==> src/rtl/prco_led_arbiter.sv <==
// Purpose: owns the 8-bit LED bank; round-robin share between CPU and debug writers, idle heartbeat, halt blink.
// Latency: 1 cycle from a sampled request to its ack pulse and the new LEDS value.
// Backpressure: requests are level-held until ack; hold window, halt and the halt-exit cycle stall acceptance.
//
// Ports:
//   clk50            system clock (50 MHz)
//   rst              synchronous reset, active-high
//   cpu_req/cpu_data CPU write request (level) and LED value; cpu_ack one-cycle accept pulse
//   dbg_req/dbg_data debug write request (level) and LED value; dbg_ack one-cycle accept pulse
//   halt             core halted (level); forces the full-bank blink
//   busy             hold window active
//   LEDS             LED pins
module prco_led_arbiter #(
    parameter int HOLD_CYCLES = 4,
    parameter int IDLE_CYCLES = 1000,
    parameter int BEAT_CYCLES = 50
) (
    input  logic       clk50,
    input  logic       rst,
    input  logic       cpu_req,
    input  logic [7:0] cpu_data,
    output logic       cpu_ack,
    input  logic       dbg_req,
    input  logic [7:0] dbg_data,
    output logic       dbg_ack,
    input  logic       halt,
    output logic       busy,
    output logic [7:0] LEDS
);

    localparam int HW = $clog2(HOLD_CYCLES + 1);
    localparam int IW = $clog2(IDLE_CYCLES);
    localparam int BW = $clog2(BEAT_CYCLES + 1);

    localparam logic [HW-1:0] HOLD_LOAD = HW'(HOLD_CYCLES);
    localparam logic [IW-1:0] IDLE_LAST = IW'(IDLE_CYCLES - 1);
    localparam logic [BW-1:0] BEAT_LAST = BW'(BEAT_CYCLES - 1);

    typedef enum logic [1:0] {
        SHOW = 2'd0,
        BEAT = 2'd1,
        HALT = 2'd2
    } state_t;

    state_t        state;
    logic [7:0]    shadow;     // last accepted value, restored when halt clears
    logic [7:0]    pattern;    // heartbeat pattern, kept across BEAT visits
    logic          rr_dbg;     // 1: debug wins the next tie
    logic [HW-1:0] hold_cnt;
    logic [IW-1:0] idle_cnt;
    logic [BW-1:0] beat_cnt;

    logic          accept;
    logic          grant_cpu;
    logic [7:0]    grant_data;
    logic          beat_wrap;
    logic [7:0]    pattern_rot;

    // Halt in the current cycle blocks acceptance even before the FSM reaches HALT.
    assign accept      = (state != HALT) && !halt && (hold_cnt == '0) && (cpu_req || dbg_req);
    assign grant_cpu   = cpu_req && (!dbg_req || !rr_dbg);
    assign grant_data  = grant_cpu ? cpu_data : dbg_data;
    assign beat_wrap   = (beat_cnt == BEAT_LAST);
    assign pattern_rot = {pattern[6:0], pattern[7]};
    assign busy        = (hold_cnt != '0);

    always_ff @(posedge clk50) begin
        if (rst) begin
            state    <= SHOW;
            LEDS     <= 8'h00;
            shadow   <= 8'h00;
            pattern  <= 8'h01;
            rr_dbg   <= 1'b0;
            cpu_ack  <= 1'b0;
            dbg_ack  <= 1'b0;
            hold_cnt <= '0;
            idle_cnt <= '0;
            beat_cnt <= '0;
        end else begin
            cpu_ack <= 1'b0;
            dbg_ack <= 1'b0;

            // Hold window runs in every state, including HALT.
            if (accept)
                hold_cnt <= HOLD_LOAD;
            else if (hold_cnt != '0)
                hold_cnt <= hold_cnt - HW'(1);

            if (halt) begin
                if (state != HALT) begin
                    state    <= HALT;
                    LEDS     <= 8'hFF;
                    beat_cnt <= '0;
                end else if (beat_wrap) begin
                    beat_cnt <= '0;
                    LEDS     <= ~LEDS;
                end else begin
                    beat_cnt <= beat_cnt + BW'(1);
                end
            end else if (state == HALT) begin
                // Leaving halt restores the last written value; pending requests go next cycle.
                state    <= SHOW;
                LEDS     <= shadow;
                idle_cnt <= '0;
            end else if (accept) begin
                // Accept outranks an idle timeout landing on the same edge.
                state    <= SHOW;
                LEDS     <= grant_data;
                shadow   <= grant_data;
                cpu_ack  <= grant_cpu;
                dbg_ack  <= !grant_cpu;
                rr_dbg   <= grant_cpu;
                idle_cnt <= '0;
            end else if (state == SHOW) begin
                if (idle_cnt == IDLE_LAST) begin
                    state    <= BEAT;
                    LEDS     <= pattern;
                    beat_cnt <= '0;
                end else begin
                    idle_cnt <= idle_cnt + IW'(1);
                end
            end else begin
                if (beat_wrap) begin
                    beat_cnt <= '0;
                    pattern  <= pattern_rot;
                    LEDS     <= pattern_rot;
                end else begin
                    beat_cnt <= beat_cnt + BW'(1);
                end
            end
        end
    end

endmodule

==> config.mk <==
export PLATFORM = sky130hd
export DESIGN_NAME = prco_led_arbiter
export DESIGN_NICKNAME = d
export VERILOG_FILES = /design/src/rtl/prco_led_arbiter.sv
export SDC_FILE = /design/constraint.sdc
export NUM_CORES = 1
export LEC_CHECK = 0
export BUFFER_PORTS_ARGS = -buffer_cell sky130_fd_sc_hd__buf_4
export CAP_MARGIN = 20
export CORE_ASPECT_RATIO = 0.7
export CORE_MARGIN = 2
export CORE_UTILIZATION = 55
export DETAILED_ROUTE_END_ITERATION = 8
export HOLD_SLACK_MARGIN = 0.02
export PLACE_DENSITY = 0.77
export SLEW_MARGIN = 20
export SYNTH_ARGS = -nofsm -noshare
export SYNTH_HDL_FRONTEND = slang
export SYNTH_SLANG_ARGS = --single-unit
==> constraint.sdc <==
create_clock -name clk50 -period 2.4 [get_ports clk50]
set_input_delay 0.36 -clock clk50 [delete_from_list [all_inputs] [get_ports clk50]]
set_output_delay 0.36 -clock clk50 [all_outputs]
set_load 0.02 [all_outputs]
Word-level counts from Yosys, hierarchy flattened
Cells that the tools add are included.

word-level totals
  logic and storage cells = 84
  input port bits = 21
  flip-flop bits (word level) = 48
  bits in read-only memories = 0
  memories kept = 0
  RAM bits = 0
  output and inout bits = 11
  latch bits = 0

operators by class
  mux-type cells = 28
  reduce and logical (&&, ||, !) cells = 26
  divide/modulo/power cells = 0
  bitwise logic cells = 5
  shifts and indexed selects = 0
  eq/ne operators = 11
  order comparisons = 0
  add/subtract/negate cells = 3
  $mul = 0

operators by type and width
  operator                                                         number
  8-bit two-way mux                                                9
  6-bit two-way mux                                                7
  10-bit two-way mux                                               4
  3-bit AND reduction                                              5
  2-bit two-way mux                                                6
  10-bit by 1-bit adder with 10-bit output, second input constant  1
  10-bit == test, second input constant                            1
  8-bit inverter                                                   1
  4-bit nonzero test                                               2
  6-bit by 1-bit adder with 6-bit output, second input constant    1
  6-bit == test, second input constant                             1
  3-bit two-way mux                                                2
  2-bit != test, second input constant                             3
  3-bit nonzero test                                               2
  5-bit by 4-bit != test with 1-bit output, second input constant  1
  5-bit AND reduction                                              1
  5-bit nonzero test                                               1
  1-bit logical AND                                                4
  1-bit zero test                                                  4
  1-bit inverter                                                   4
  4-bit OR reduction                                               1
  3-bit zero test                                                  1
  3-bit by 1-bit != test with 1-bit output, second input constant  1
  3-bit by 2-bit != test with 1-bit output, second input constant  1
  8 further kinds                                                  9

Depth between registers and ports, before layout
Gate-level depths: netlist of run 1.

  depth in word-level cells = 7
  mapped depth = 10
  depth with buffers taken out = 8

Worst setup path before layout of run 1
No wires, ideal clock.

  kind = flip-flop to flip-flop
  start = reg hold_cnt[0]
  end = reg LEDS[1]
  path buffers = 2
  setup time = 132 ps
  data arrival time = 2,011 ps
  cell stages (with the launch flop) = 11
  setup slack = 257 ps
  required time = 2,268 ps
  cells stage by stage = dfxtp_1 inv_1 ha_1 ha_1 clkbuf_1 o21ai_2 a31oi_1 o22ai_1 clkbuf_1 nor2b_1 nor3_1

on the way
  cells in the longest elaborated chain, start to end = 6

RTL lines
  item                                 line  RTL
  start, declared                      49    logic [HW-1:0] hold_cnt;
  start signal, assigned               87    hold_cnt <= hold_cnt - HW'(1);
  3-bit zero test (*)                  60    assign accept = (state != HALT) && !halt && (hold_cnt == '0) && (cpu_req || dbg_req);
  1-bit logical AND (*) (2 in series)  60
  8-bit two-way mux                    105   end else if (accept) begin
  8-bit two-way mux                    100   end else if (state == HALT) begin
  8-bit two-way mux                    89    if (halt) begin
  end signal, assigned                 96    LEDS <= ~LEDS;
  end signal, assigned                 103   LEDS <= shadow;
  end signal, assigned                 108   LEDS <= grant_data;
  end, declared                        28    output logic [7:0] LEDS

Every way passes the cells marked *; elsewhere a longest branch is shown, timed or not.
A chain may end at the register's enable or synchronous reset.

Worst setup path in the final report of run 1
  start = reg hold_cnt[0]
  end = reg idle_cnt[7]

on the way
  cells in the longest elaborated chain, start to end = 5

RTL lines
  item                                                                        line  RTL
  3-bit zero test (*)                                                         60
  1-bit logical AND (*) (2 in series)                                         60
  3-bit != test (no source line), or another cell as far along                n/a
  3-bit AND reduction (no source line) or 10-bit two-way mux (tied branches)  n/a
  end signal, assigned                                                        120   idle_cnt <= idle_cnt + IW'(1);
  end, declared                                                               50    logic [IW-1:0] idle_cnt;

Marked as above.

==> results of run 1 <==
-- synth_stat cells --
| library cell | count | area share [%] |
|---|---|---|
| sky130_fd_sc_hd__o211a_1 | 1 | 0.41 |
| sky130_fd_sc_hd__nand2_1 | 8 | 1.2 |
| sky130_fd_sc_hd__nor3b_1 | 6 | 1.9 |
| sky130_fd_sc_hd__nor2b_1 | 9 | 2.3 |
| sky130_fd_sc_hd__ha_1 | 6 | 3.1 |
| sky130_fd_sc_hd__inv_1 | 9 | 1.4 |
| sky130_fd_sc_hd__a22oi_1 | 7 | 2.2 |
| sky130_fd_sc_hd__o41ai_4 | 1 | 1.1 |
| sky130_fd_sc_hd__a31o_2 | 1 | 0.36 |
| sky130_fd_sc_hd__and2_1 | 1 | 0.26 |
| sky130_fd_sc_hd__dfxtp_1 | 48 | 40 |
| sky130_fd_sc_hd__clkinv_1 | 1 | 0.15 |
| sky130_fd_sc_hd__a21oi_2 | 1 | 0.36 |
| sky130_fd_sc_hd__clkbuf_1 | 14 | 2.2 |
| sky130_fd_sc_hd__nand3_1 | 5 | 1.0 |
| sky130_fd_sc_hd__buf_2 | 2 | 0.41 |
| sky130_fd_sc_hd__or4_1 | 2 | 0.62 |
| sky130_fd_sc_hd__a21o_1 | 5 | 1.5 |
| sky130_fd_sc_hd__and4_1 | 2 | 0.72 |
| sky130_fd_sc_hd__a211oi_1 | 2 | 0.62 |
| sky130_fd_sc_hd__nor4_1 | 7 | 1.8 |
| sky130_fd_sc_hd__mux2i_1 | 17 | 7.0 |
| sky130_fd_sc_hd__o21a_1 | 1 | 0.31 |
| sky130_fd_sc_hd__nand4_1 | 3 | 0.77 |
| sky130_fd_sc_hd__a31oi_1 | 1 | 0.26 |
| sky130_fd_sc_hd__xor2_1 | 3 | 1.1 |
| sky130_fd_sc_hd__or3b_4 | 1 | 0.46 |
| sky130_fd_sc_hd__and3b_1 | 1 | 0.36 |
| sky130_fd_sc_hd__or3_1 | 4 | 1.0 |
| sky130_fd_sc_hd__buf_1 | 1 | 0.15 |
| sky130_fd_sc_hd__nand2b_1 | 1 | 0.26 |
| sky130_fd_sc_hd__o22ai_1 | 5 | 1.3 |
| sky130_fd_sc_hd__a21oi_1 | 37 | 7.6 |
| sky130_fd_sc_hd__nand3b_1 | 1 | 0.31 |
| sky130_fd_sc_hd__nor2_1 | 45 | 7.0 |
| sky130_fd_sc_hd__a2111oi_0 | 1 | 0.36 |
| sky130_fd_sc_hd__o21ai_2 | 2 | 0.72 |
| sky130_fd_sc_hd__o21ai_0 | 8 | 1.7 |
| sky130_fd_sc_hd__xnor2_1 | 2 | 0.72 |
| sky130_fd_sc_hd__a21boi_0 | 1 | 0.31 |
| sky130_fd_sc_hd__o41a_1 | 1 | 0.46 |
| sky130_fd_sc_hd__nor3_1 | 18 | 3.7 |
| sky130_fd_sc_hd__and3_1 | 3 | 0.77 |
-- stage by stage --
step / hold WS, ns / instances / power (mW)
after global placement: 0.462 / 369 / 1.52
after global routing: 0.496 / 377 / 2.15
after detailed placement: 0.467 / 369 / 1.54
after floorplan: 0.434 / 295 / 1.34
after CTS: 0.471 / 377 / 2.03
final: 0.481 / 377 / 2.02
-- critical path, delay by kind of cell, from the launching register on --
family,cells,cell delay [ns]
compound gates,3,0.63
simple gates,1,0.54
fa+ha+maj,2,0.36
flops,1,0.33
buf+inv,2,0.21
-- area by class of cell --
cell class                 instances  area, um^2
fill                             372        1490
multi-input combinational        220        1360
sequential                        48         961
timing repair buffer              36         270
clock buffer                       8        90.1
tap                               55        68.8
inverter                          10        37.5
-- flip-flops by register name, indices dropped and copies added (netlist names) --
signal / cells
LEDS: 8
beat_cnt: 6
cpu_ack: 1
dbg_ack: 1
hold_cnt: 3
idle_cnt: 10
pattern: 8
rr_dbg: 1
shadow: 8
state: 2
-- worst paths after layout --
| check | end | slack, ns | start | depth (start not counted) |
|---|---|---|---|---|
| max reg2reg | idle_cnt[7] | 0.25 | hold_cnt[0] | 8 |
| min reg2reg | rr_dbg | 0.48 | rr_dbg | 2 |
| max | idle_cnt[7] | 0.25 | hold_cnt[0] | 8 |
| min | beat_cnt[0] | 0.48 | rst | 2 |
-- power groups by stage --
| stage | sequential (mW) | combinational [mW] | clock, mW |
|---|---|---|---|
| after floorplan | 0.980 | 0.355 | 0 |
| after global placement | 0.949 | 0.572 | 0 |
| after detailed placement | 0.950 | 0.585 | 0 |
| after CTS | 0.933 | 0.591 | 0.504 |
| after global routing | 0.945 | 0.662 | 0.546 |
| final | 0.934 | 0.596 | 0.494 |
-- per-layer routing --
metal	part of all wire, %	vias to the layer above	wire length [um]
li1	-	1109	-
met1	50	1095	2850
met2	43	81	2450
met3	6.3	11	362
met4	1.5	0	88
met5	0	-	0
-- logic make-up after synthesis --
| logic type | after synthesis | synth area share (%) |
|---|---|---|
| simple gates | 117 | 24.5 |
| compound gates | 75 | 19.6 |
| flops | 48 | 39.6 |
| buf+inv | 27 | 4.28 |
| mux | 17 | 7.02 |
| fa+ha+maj | 6 | 3.10 |
| xor+xnor | 5 | 1.81 |
==> impl_metrics.toml, run 1 <==
[run_status]
run_status = "finished, final reports clean"

[route]
drt_iter0_markers = 184
routed_vias = 2296
postRouteAntennaNets = 0
detail_route.wirelength_mm = 5.75
drt_pre_antenna_iters = 5
post-route-drc-count = 0
detail_route.wl_per_cell_um = 15.3
vias_per_cell = 6.09

[worst_setup_path]
critical-path-max-stage-delay_ns = 0.54
cp_slowest_cell = "sky130_fd_sc_hd__or4_1"
timing_worst_setup_path_type = "register to register"
cells_along_the_critical_path = "inv_1, ha_1, ha_1, buf_4, o21a_1, o21ai_2, or4_1, a21oi_1"
worstSetupStartpointType = "register"
crit_path_end_kind = "register"
worstPathMaxFanout = 9
critical_path_required_ns = 2.63
arrival_ns = 2.38
crit_path_frequent_cell = "sky130_fd_sc_hd__ha_1"

[grt]
grt_util_met2_pct = 34.9
grt_first_pass_wirelength_mm = 9.59
number_of_global_route_vias_before_repair = 1988
groute.layer.met3.usage_pct = 5.29
initial_antenna_violation_count = 0
groute.usage.overall_pct = 24.4
grt_use_met1_pct = 36.2
globalRouteOverflowTotal = 0
grt_busiest_layer = "met1"
grt_max_degree = 44

[job]
cap_violations = 0

[floorplanning]
fp.dieArea_um2 = 4960
count_of_boundary_i_o_pins = 32
initial_utilization_pct = 56.6
fp-row-count = 20
die_x_extent_um = 83.3
dieHeight_um = 59.5
core-area_um2 = 4280

[power_and_ir_drop]
vdd.ir_drop.worst_mv = 0.433
p_comb_share_pct = 29.5
internal_power_mw = 1.36
p_leak_nw = 1.14
swShare_pct = 33.0
power_per_cell_area_nw_per_um2 = 725
clockPowerShare_pct = 24.4
total_net_switching_power_mw = 0.668
power.sequential.fraction_pct = 46.2

[final_layout]
fin_nets = 348
insertedDiodeCount = 0
fin_area_um2 = 2790
flow.area_growth_from_synthesis_pct = 15.2
final_cell_mix = "48 x sky130_fd_sc_hd__dfxtp_1, 45 x sky130_fd_sc_hd__nor2_1, 37 x sky130_fd_sc_hd__a21oi_1"
share_of_cells_above_drive_strength_1_pct = 15.2
core_utilization_of_the_finished_layout_pct = 65.2
layout.cells.most_common = "sky130_fd_sc_hd__dfxtp_1"

[sta]
slew_headroom_pct = 67.5
finClkSkew_ns = 0.00287
report.final.slew_viol_count = 0
final_period_minus_worst_setup_slack_ns = 2.15
layout_setup_ws_ns = 0.248
sum_neg_setup_slack_ns = 0
finalSetupViolCount = 0
timing.fmax_ghz = 0.465
report.final.hold_viol_count = 0
worst_slew_pin_slew_ns = 0.486
grt_setup_unrepaired = "no"
finalCritPeriodShare_pct = 89.7

[clock_tree]
cts_root_buffer = "sky130_fd_sc_hd__clkbuf_8"
cts_setup_buffers = 0
clk_path_buf_depth = 2
numCtsBuffers = 5
h-tree-depth = 2
cts_hold_repair.buffers = 0
clkSlewWorstSetupHoldPaths_ns = 0.08
insertion_delay_ns = 0.30
numClockSinks = 48
cts_tree = "yes"
ctsResizeCount = 0

[yosys]
postSynthAreaPerCell_um2 = 8.22
syn-num-nets = 322
synthCells = 295
postSynthRegisterBits = 48
synth.cell_area_um2 = 2420
yosysSeqAreaShare_pct = 39.6
ys.warnings.count = 0
synthDistinctLibCells = 43

[placement]
detailedPlacementHpwl_mm = 4.02
port-buffer-count = 31
dpl-instance-area_um2 = 2700
dp_worst_setup_slack_ns = 0.181
gp_congestion = 0.922

[worst_hold_path]
timing.hold.worst.class = "primary input to register"
Note: power is estimated with default switching activity, not from simulation.
==> run 2: changes to the inputs <==
CORE_ASPECT_RATIO = 2   (was 0.7)
CTS_CLUSTER_DIAMETER = 40   (was default)
==> impl_metrics.toml, run 2 (same netlist as run 1, synthesis figures left out) <==
[clock_tree]
insertion_delay_ns = 0.30
cts_setup_buffers = 0
h-tree-depth = 2
numClockSinks = 48
cts_root_buffer = "sky130_fd_sc_hd__clkbuf_8"
cts_hold_repair.buffers = 0
clk_path_buf_depth = 2
numCtsBuffers = 5
clkSlewWorstSetupHoldPaths_ns = 0.08
ctsResizeCount = 0
cts_tree = "yes"

[final_layout]
nFillCells = 387
final_cell_mix = "48 x sky130_fd_sc_hd__dfxtp_1, 45 x sky130_fd_sc_hd__nor2_1, 38 x sky130_fd_sc_hd__buf_4"
max_flop_register = "idle_cnt"
largest_register_ff_count = 10
layout.cells.most_common = "sky130_fd_sc_hd__dfxtp_1"
finalNonFillerCells = 378
insertedDiodeCount = 0
flow.area_growth_from_synthesis_pct = 15.5
fin_nets = 350
share_of_cells_above_drive_strength_1_pct = 15.4

[route]
detail_route.wirelength_mm = 5.55
postRouteAntennaNets = 0
detail_route.wl_per_cell_um = 14.7
routed_vias = 2219
post-route-drc-count = 0
drt_pre_antenna_iters = 4
vias_per_cell = 5.87
drt_iter0_markers = 60

[sta]
fin_hold_ws_ns = 0.465
sum_neg_setup_slack_ns = 0
layout_setup_ws_ns = 0.259
grt_setup_unrepaired = "no"
report.final.hold_viol_count = 0
finClkSkew_ns = 0.00285
final_period_minus_worst_setup_slack_ns = 2.14
timing.fmax_ghz = 0.467
worst_slew_pin_slew_ns = 0.498
slew_headroom_pct = 66.8
finalSetupViolCount = 0
report.final.slew_viol_count = 0
finalCritPeriodShare_pct = 89.2

[floorplanning]
fp-row-count = 34
fp.dieArea_um2 = 4990
initial_utilization_pct = 56.4
count_of_boundary_i_o_pins = 32
die_x_extent_um = 50.9
core-area_um2 = 4300
dieHeight_um = 97.9

[grt]
grt_busiest_layer = "met2"
grt_first_pass_wirelength_mm = 9.47
globalRouteOverflowTotal = 0
initial_antenna_violation_count = 0
groute.usage.overall_pct = 24.4
grt_util_met2_pct = 43.9
groute.layer.met3.usage_pct = 3.82
number_of_global_route_vias_before_repair = 2163
grt_use_met1_pct = 25.8
grt_max_degree = 44

[placement]
post-place-cells = 370
gp_congestion = 0.821
dp_worst_setup_slack_ns = 0.277
port-buffer-count = 31
detailedPlacementHpwl_mm = 4.08

[power_and_ir_drop]
clockPowerShare_pct = 24.5
p_comb_share_pct = 29.3
power.sequential.fraction_pct = 46.3
p_leak_nw = 1.14
swShare_pct = 32.6
power_per_cell_area_nw_per_um2 = 720
vdd.ir_drop.worst_mv = 0.563
internal_power_mw = 1.36
total_net_switching_power_mw = 0.657

[worst_setup_path]
timing_worst_setup_path_type = "register to register"
critical_path_required_ns = 2.57
arrival_ns = 2.32
worstRegToRegCells = 8
crit_path_end_kind = "register"
worstPathMaxFanout = 15
worstSetupStartpointType = "register"

[job]
cap_violations = 0

[run_status]
run_status = "finished, final reports clean"

[worst_hold_path]
timing.hold.worst_path_depth = 2
timing.hold.worst.class = "register to register"
## run 2: path summary, 6_finish.rpt
path                from       to  slack, ns
max          hold_cnt[0]  LEDS[0]       0.26
min               rr_dbg   rr_dbg       0.47
max reg2reg  hold_cnt[0]  LEDS[0]       0.26
min reg2reg       rr_dbg   rr_dbg       0.47
## run 2: critical path: stages, from the launching register on
cell                      delay, ns
sky130_fd_sc_hd__dfxtp_1       0.35
sky130_fd_sc_hd__inv_1         0.05
sky130_fd_sc_hd__ha_1          0.21
sky130_fd_sc_hd__ha_1          0.22
sky130_fd_sc_hd__o21ai_2       0.17
sky130_fd_sc_hd__or3_1         0.49
sky130_fd_sc_hd__nor2_1        0.13
sky130_fd_sc_hd__nor4_1        0.31
sky130_fd_sc_hd__nor3_1        0.08
## run 2: per-layer routing
layer / part of all wire, % / up-vias
met1: 40 / 1033
li1: - / 1113
met5: 0 / -
met3: 2.9 / 18
met4: 4.2 / 0
met2: 53 / 55
## run 2: power by group through the flow
stage | registers, mW | clock network, mW | logic, mW
floorplan | 0.980 | 0 | 0.355
global placement | 0.948 | 0 | 0.580
detailed placement | 0.950 | 0 | 0.591
CTS | 0.932 | 0.506 | 0.593
global route | 0.944 | 0.537 | 0.648
finish | 0.933 | 0.494 | 0.590
## run 2: final cells by class
class	instances	area, um^2	share of cell area [%]
Clock buffer	8	90.1	3.22
Inverter	10	37.5	1.34
Multi-Input combinational cell	220	1360	48.5
Sequential cell	48	961	34.3
Tap cell	54	67.6	2.41
Timing Repair Buffer	38	285	10.2
## run 2: stage by stage
| step | util (%) | total power [mW] | area [um^2] |
|---|---|---|---|
| floorplan | - | 1.34 | 2420 |
| global placement | 63.1 | 1.53 | 2710 |
| detailed placement | 63.1 | 1.54 | 2710 |
| CTS | 65.2 | 2.03 | 2800 |
| global route | 65.2 | 2.13 | 2800 |
| finish | 65.2 | 2.02 | 2800 |
==> run 3: changes to the inputs <==
ABC_AREA = 1   (was default)
PLACE_DENSITY = 0.76   (was 0.77)
REMOVE_ABC_BUFFERS = 1   (was default)
==> impl_metrics.toml, run 3 <==
[sta]
finClkSkew_ns = 0.00459
slew_headroom_pct = 65.4
final_period_minus_worst_setup_slack_ns = 2.00
grt_setup_unrepaired = "no"
timing.fmax_ghz = 0.500
report.final.slew_viol_count = 0
sum_neg_setup_slack_ns = 0
fin_hold_ws_ns = 0.335
finalCritPeriodShare_pct = 83.3
worst_slew_pin_slew_ns = 0.518
report.final.hold_viol_count = 0
finalSetupViolCount = 0

[final_layout]
insertedDiodeCount = 0
share_of_cells_above_drive_strength_1_pct = 14.8
fin_nets = 458
final_cell_mix = "101 x sky130_fd_sc_hd__nand2_1, 48 x sky130_fd_sc_hd__dfxtp_1, 45 x sky130_fd_sc_hd__inv_1"
layout.cells.most_common = "sky130_fd_sc_hd__nand2_1"
max_flop_register = "idle_cnt"
flow.area_growth_from_synthesis_pct = 10.5
nFillCells = 473
finalNonFillerCells = 489
core_utilization_of_the_finished_layout_pct = 62.9
fin_area_um2 = 3030
largest_register_ff_count = 10

[yosys]
async_reset_ff_share_pct = 0
postSynthAreaPerCell_um2 = 6.75
number_of_enable_type_register_cells_in_the_synthesized_netlist = 0
synthDominantAreaCellType = "sky130_fd_sc_hd__dfxtp_1"
synthDistinctLibCells = 33
yosysSeqAreaShare_pct = 35.1
yosys-top-cells-area = "sky130_fd_sc_hd__dfxtp_1 35%, sky130_fd_sc_hd__nand2_1 14%, sky130_fd_sc_hd__o21ai_0 6.9%"
yosys_most_used_dff = "sky130_fd_sc_hd__dfxtp_1"
yosys.area.top_type_share_pct = 35.1
ys.warnings.count = 0
yosys-top-cells-count = "101 x sky130_fd_sc_hd__nand2_1, 48 x sky130_fd_sc_hd__dfxtp_1, 45 x sky130_fd_sc_hd__inv_1"
synth.cell_area_um2 = 2740
postSynthRegisterBits = 48
synthCells = 406
most_frequent_cell_after_synthesis = "sky130_fd_sc_hd__nand2_1"

[placement]
detailedPlacementHpwl_mm = 4.91
port-buffer-count = 31
gp_congestion = 0.817
dpl-instance-area_um2 = 2940
post-place-cells = 481

[floorplanning]
dieHeight_um = 104
count_of_boundary_i_o_pins = 32
fp.dieArea_um2 = 5600
die_x_extent_um = 53.9
core-area_um2 = 4820
fp-row-count = 36
initial_utilization_pct = 56.9

[clock_tree]
clk_path_buf_depth = 2
numCtsBuffers = 5
insertion_delay_ns = 0.30
cts_setup_buffers = 0
ctsResizeCount = 0
cts_hold_repair.buffers = 0
numClockSinks = 48
cts_root_buffer = "sky130_fd_sc_hd__clkbuf_8"
cts_tree = "yes"
h-tree-depth = 2
clkSlewWorstSetupHoldPaths_ns = 0.08

[grt]
initial_antenna_violation_count = 0
grt_first_pass_wirelength_mm = 10.8
groute.usage.overall_pct = 25.5
globalRouteOverflowTotal = 0
grt_max_degree = 26
number_of_global_route_vias_before_repair = 2524

[route]
vias_per_cell = 5.43
detail_route.wirelength_mm = 6.53
postRouteAntennaNets = 0
post-route-drc-count = 0
drt_pre_antenna_iters = 4
drt_iter0_markers = 55
detail_route.wl_per_cell_um = 13.3
wl_met1_mm = 2.52
route.top_layer_used = "met4"
wl_met3_um = 177
routed_vias = 2654
wl_met2_mm = 3.74

[worst_setup_path]
crit_path_end_kind = "register"
worstSetupStartpointType = "register"
timing_worst_setup_path_type = "register to register"
critical_path_required_ns = 2.64
arrival_ns = 2.24
worstPathMaxFanout = 14

[worst_hold_path]
timing.hold.worst.class = "primary input to register"

[power_and_ir_drop]
power_per_cell_area_nw_per_um2 = 733
vdd.ir_drop.worst_mv = 0.662
p_leak_nw = 1.29

[job]
cap_violations = 0

[run_status]
run_status = "finished, final reports clean"
[run 3: cells by family (layout without fill, tap and decap cells)]
family          count (synthesis)  in the layout  share of synthesized area [%]
simple gates                  206            206                           34.7
flops                          48             48                           35.1
fa+ha+maj                       6              6                           2.74
buf+inv                        63             89                           11.0
compound gates                 83             83                           16.5
[run 3: cell type report]
class	count	area, um^2	area share, %
clock buffers	8	90.1	2.97
flip-flops and latches	48	961	31.7
inverters	49	188	6.20
repair buffers	32	240	7.93
multi-input cells	295	1480	48.8
well taps	57	71.3	2.35
[run 3: final timing paths]
| check | start | endpoint | slack (ns) | cells past startpoint |
|---|---|---|---|---|
| worst max-delay path | hold_cnt[0] | LEDS[1] | 0.40 | 11 |
| worst min-delay path | halt | state[1] | 0.34 | 3 |
| worst max register to register | hold_cnt[0] | LEDS[1] | 0.40 | 11 |
| worst min register to register | shadow[6] | shadow[6] | 0.47 | 2 |
[run 3: critical path, cell delays in order, from the launching register on]
cell and delay [ns]:
sky130_fd_sc_hd__dfxtp_1 0.32, sky130_fd_sc_hd__inv_1 0.07, sky130_fd_sc_hd__ha_1 0.17, sky130_fd_sc_hd__ha_1 0.31, sky130_fd_sc_hd__inv_1 0.13, sky130_fd_sc_hd__nor2_2 0.16
sky130_fd_sc_hd__nand2_4 0.15, sky130_fd_sc_hd__nand3_4 0.20, sky130_fd_sc_hd__nand2_2 0.16, sky130_fd_sc_hd__nand2_1 0.10, sky130_fd_sc_hd__nand2_1 0.05, sky130_fd_sc_hd__nor2_1 0.11
[run 3: stage by stage]
stage	total power, mW	setup WS, ns
6_report	2.22	0.400
5_1_grt	2.36	0.233
4_1_cts	2.22	0.410
3_5_place_dp	1.73	0.430
3_3_place_gp	1.71	0.482
2_1_floorplan	1.50	0.590
[run 3: power breakdown]
part | switching, mW | total, mW | internal, mW | leakage, nW
sequential | 0.0527 | 0.933 | 0.880 | 0.391
combinational | 0.509 | 0.783 | 0.274 | 0.853
clock | 0.268 | 0.504 | 0.236 | 0.0455
total | 0.830 | 2.22 | 1.39 | 1.29
[run 3: routing by layer]
| metal | up-vias | GRT usage [%] |
|---|---|---|
| met2 | 45 | 47.4 |
| met1 | 1237 | 26.5 |
| met5 | - | 0 |
| met4 | 0 | 8.79 |
| met3 | 7 | 4.03 |
| li1 | 1365 | - |
